File: src/rtl/operand_sel_pipe.sv
// operand_sel_pipe: N-channel registered operand selector with valid/ready
// handshaking, direct or round-robin channel choice, and out-of-range select
// detection.
//
// Handshake: an item moves on a port in every cycle where both valid and
// ready are high. Valid never waits on ready. Ready may depend combinationally
// on valid, so in_ready follows in_valid and out_ready within the cycle.
module operand_sel_pipe #(
  parameter int WIDTH  = 5,
  parameter int NUM_IN = 2,
  parameter int SEL_W  = 1
) (
  input  logic                    clk,
  input  logic                    rst_n,
  input  logic [NUM_IN*WIDTH-1:0] in_data,
  input  logic [NUM_IN-1:0]       in_valid,
  output logic [NUM_IN-1:0]       in_ready,
  input  logic                    mode,
  input  logic [SEL_W-1:0]        sel,
  output logic [WIDTH-1:0]        out_data,
  output logic                    out_valid,
  input  logic                    out_ready,
  output logic [SEL_W-1:0]        out_chan,
  output logic                    sel_err
);

  // Round-robin start pointer; always holds a channel index below NUM_IN.
  logic [SEL_W-1:0] ptr;

  logic             load_en;
  logic             found;
  logic             xfer;
  logic [SEL_W-1:0] gnt_chan;
  logic [WIDTH-1:0] gnt_data;
  int               rr_idx;

  // The output register can take an item when empty or draining this cycle.
  assign load_en = !out_valid || out_ready;

  // Choose the candidate channel: sel in direct mode, first valid from ptr
  // in round-robin mode. An out-of-range sel matches no channel.
  always_comb begin
    found    = 1'b0;
    gnt_chan = '0;
    gnt_data = '0;
    rr_idx   = 0;
    if (!mode) begin
      for (int i = 0; i < NUM_IN; i++) begin
        if (int'(sel) == i && in_valid[i]) begin
          found    = 1'b1;
          gnt_chan = SEL_W'(i);
          gnt_data = in_data[i*WIDTH +: WIDTH];
        end
      end
    end else begin
      for (int k = 0; k < NUM_IN; k++) begin
        rr_idx = int'(ptr) + k;
        if (rr_idx >= NUM_IN) rr_idx = rr_idx - NUM_IN;
        for (int i = 0; i < NUM_IN; i++) begin
          if (!found && i == rr_idx && in_valid[i]) begin
            found    = 1'b1;
            gnt_chan = SEL_W'(i);
            gnt_data = in_data[i*WIDTH +: WIDTH];
          end
        end
      end
    end
  end

  // Grant is one-hot (or zero) and gated by output register availability.
  assign xfer = found && load_en;

  always_comb begin
    in_ready = '0;
    for (int i = 0; i < NUM_IN; i++) begin
      in_ready[i] = xfer && (gnt_chan == SEL_W'(i));
    end
  end

  // Output register: load on transfer, empty on drain, hold on stall.
  always_ff @(posedge clk or negedge rst_n) begin
    if (!rst_n) begin
      out_data  <= '0;
      out_chan  <= '0;
      out_valid <= 1'b0;
    end else if (xfer) begin
      out_data  <= gnt_data;
      out_chan  <= gnt_chan;
      out_valid <= 1'b1;
    end else if (out_ready) begin
      out_valid <= 1'b0;
    end
  end

  // Round-robin pointer moves past the granted channel, only in mode 1.
  always_ff @(posedge clk or negedge rst_n) begin
    if (!rst_n) begin
      ptr <= '0;
    end else if (xfer && mode) begin
      ptr <= (int'(gnt_chan) == NUM_IN - 1) ? '0 : gnt_chan + SEL_W'(1);
    end
  end

  // Flag a direct-mode select that names no channel, every cycle.
  always_ff @(posedge clk or negedge rst_n) begin
    if (!rst_n) begin
      sel_err <= 1'b0;
    end else begin
      sel_err <= !mode && (int'(sel) >= NUM_IN);
    end
  end

endmodule

File: config.mk
export PLATFORM = sky130hd
export DESIGN_NAME = operand_sel_pipe
export DESIGN_NICKNAME = d
export VERILOG_FILES = /design/src/rtl/operand_sel_pipe.sv
export SDC_FILE = /design/constraint.sdc
export NUM_CORES = 1
export LEC_CHECK = 0
export CAP_MARGIN = 30
export CORE_UTILIZATION = 42
export CTS_BUF_LIST = sky130_fd_sc_hd__clkbuf_16
export DETAILED_ROUTE_END_ITERATION = 8
export MAX_ROUTING_LAYER = met4
export PLACE_DENSITY = 0.82
export SLEW_MARGIN = 20
export SYNTH_ARGS = -nofsm -noshare
export SYNTH_HDL_FRONTEND = slang
export SYNTH_SLANG_ARGS = --single-unit
File: constraint.sdc
create_clock -name clk -period 4 [get_ports clk]
set_input_delay 1 -clock clk [delete_from_list [all_inputs] [get_ports clk]]
set_output_delay 1 -clock clk [all_outputs]
set_load 0.005 [all_outputs]
==> flow_summary.toml <==
[setup_path]
critPathMaxFanout = 7
path_class = "input pin to primary output"
start_kind = "input pin"
crit_slowest_cell = "clkdlybuf4s50_1"
critPathTopFamily = "buffers and inverters"
crit_buf_inv = 2
critPathArrivalTime_ns = 2.73
cp-end-kind = "primary output"
crit_path_frequent_cell = "clkdlybuf4s50_1"
crit_required_ns = 3.00
max_stage_delay_ns = 0.59
worstPathCellList = "clkdlybuf4s50_1, nand2b_2, a21oi_2, nor4_1, clkdlybuf4s50_1"

[yosys]
avgSynthCellArea_um2 = 10.83
yosysSeqAreaShare_pct = 35.56
syn_inst = 52
ys_ff_latch = 8
synth_nets = 69
yosysWarningCount = 0
netlist_area_um2 = 563.0
synth_cell_types = 26

[cells_and_area]
fill_cells = 80
final_util_pct = 76.50
final_cell_mix = "clkdlybuf4s50_1 (25), a32oi_1 (9), dfrtp_1 (8), mux2_2 (5), mux2i_1 (4)"
fin_area_um2 = 895.9
drive_above_1_share_pct = 19.23
mostFrequentLayoutCell = "clkdlybuf4s50_1"
area_delta_synth_final_pct = 59.11
nets = 97
stdcell_count = 92
antenna_cells = 0

[clocking]
ctsLongestPathBuffers = 2
post_cts.repair.setup_buffers = 0
clk_latency_ns = 0.23
hold_buffers = 0
cts_sinks = 8
cts_buffers = 3
cts.htree.levels = 1
cts.repair.resized = 0
clockRootBuffer = "clkbuf_16"
clk_pin_slew_worst_paths_ns = 0.04
cts_tree = "yes"

[detailed_routing]
vias = 554
drtIter0Drc = 2
drcViolationCount = 0
drt-total-wl_mm = 1.557
antenna_left = 0
wl_per_cell_um = 16.92
avgViaCountPerCell = 6.022
firstDrtPassIters = 4

[power_and_ir_drop]
vdd_ir_drop_max_mv = 0.3303
comb_power_share_pct = 28.6
p_per_area_nw_per_um2 = 431.6
seqPwrFrac_pct = 28.3
cellInternalPower_mw = 0.2939
p_leak_nw = 0.3600
switchingPower_mw = 0.09280
clockPowerShare_pct = 43.1
swShare_pct = 24.00

[sta]
rsz0062_at_grt = "false"
period_needed_ns = 3.729
finalHoldViolations = 0
setup_viol = 0
finalCritPeriodShare_pct = 93.23
skew_ns = 0.001849
fmax_ghz = 0.2682
finalSetupTns_ns = 0
slew_violations = 0
hold_ws_ns = 0.5152

[grt]
globalRouteOverflowTotal = 0
antenna_found_initial = 0
grtUsageTotal_pct = 25.25
grt_pass1_vias = 527
grt_start_max_net_pins = 12
grt_pass1_wl_mm = 2.401

[placement]
port_buffers = 25
dp.final_hpwl_mm = 1.078
dp.cells = 89
place.gp.congestion = 0.7490
placedInstanceArea_um2 = 820.8

[floorplanning]
initial_core_util_pct = 48.08
die_h_um = 38.62
dieWidth_um = 38.62
core-area_um2 = 1171
die-area_um2 = 1491
ios = 27
row_count = 12

[job]
maxCapViolations = 0

[hold_path]
worstHoldPathType = "register to register"

[status]
status = "complete, no violations"
cell type report:
class | instances | area (µm²) | area share [%]
timing repair buffer | 27 | 265.3 | 29.61
inverter | 2 | 7.507 | 0.8380
sequential | 8 | 200.2 | 22.35
clock buffer | 3 | 75.07 | 8.380
multi-input combinational | 38 | 330.3 | 36.87
tap | 14 | 17.52 | 1.955
path summary, 6_finish.rpt:
check                                  from          end  slack [ns]  cells after the start
worst max-delay path                   mode  in_ready[0]        0.27                      5
max in group asynchronous             rst_n          ptr        2.69                      1
worst min-delay path            out_data[4]  out_data[4]        0.52                      1
min in group asynchronous             rst_n  out_data[2]        1.05                      1
worst max register to register    out_valid  out_data[4]        2.49                      4
worst min register to register  out_data[4]  out_data[4]        0.52                      1
Yosys cell counts:
master | instances | area [µm²]
inv_1 | 2 | 7.510
a21boi_2 | 1 | 11.26
a32oi_1 | 9 | 78.83
nand3b_1 | 1 | 7.510
o211a_1 | 1 | 10.01
o211ai_1 | 1 | 7.510
and2_1 | 1 | 6.260
mux2i_1 | 4 | 40.04
and2b_1 | 1 | 7.510
nand2b_1 | 2 | 12.51
buf_2 | 2 | 10.01
nor3_4 | 1 | 16.27
nand4_1 | 1 | 6.260
mux2_2 | 5 | 56.30
o21bai_1 | 1 | 7.510
a31oi_1 | 1 | 6.260
a21oi_2 | 1 | 8.760
nor4_1 | 1 | 6.260
buf_4 | 2 | 15.01
conb_1 | 1 | 3.750
nand2b_2 | 1 | 8.760
o21ai_0 | 1 | 5.000
nor3_2 | 1 | 10.01
dfrtp_1 | 8 | 200.2
a41oi_1 | 1 | 8.760
nand3_1 | 1 | 5.000
logic make-up after synthesis:
group / after synthesis / synth area share [%]
and+or+nand+nor: 11 / 15.34
other: 1 / 0.6660
AOI/OAI and AO/OA: 17 / 25.56
DFF: 8 / 35.56
muxes: 9 / 17.11
buffers and inverters: 6 / 5.778
worst reg2reg max path: cells and delay by family (launching register included):
family | cells | cell delay [ns]
AND/OR/NAND/NOR | 2 | 0.52
multiplexers | 1 | 0.38
flip-flops | 1 | 0.37
buffers and inverters | 1 | 0.12
stage by stage:
step	setup slack, ns	power, mW
after floorplan	1.401	0.1570
after global placement	0.3683	0.2141
after detailed placement	0.3321	0.2180
after CTS	0.2815	0.3890
after global routing	0.1623	0.4027
final	0.2710	0.3867
power groups by stage:
| stage | sequential [mW] | clock (mW) | combinational [mW] |
|---|---|---|---|
| 3_3_place_gp | 0.108 | 0 | 0.106 |
| 4_1_cts | 0.109 | 0.169 | 0.111 |
| 3_5_place_dp | 0.109 | 0 | 0.109 |
| 2_1_floorplan | 0.109 | 0 | 0.0478 |
| 6_report | 0.109 | 0.167 | 0.111 |
| 5_1_grt | 0.111 | 0.173 | 0.118 |
state kept, by name, indices dropped and copies added, names as in the netlist:
register,flops
out_data,5
out_chan,1
out_valid,1
ptr,1
layer usage:
metal  track usage, %  wire, µm
met5                -         0
met4            11.21         0
met3            8.092        92
met2            39.58       796
met1            29.59       668
No activity file was read; power rests on OpenSTA's default activity.
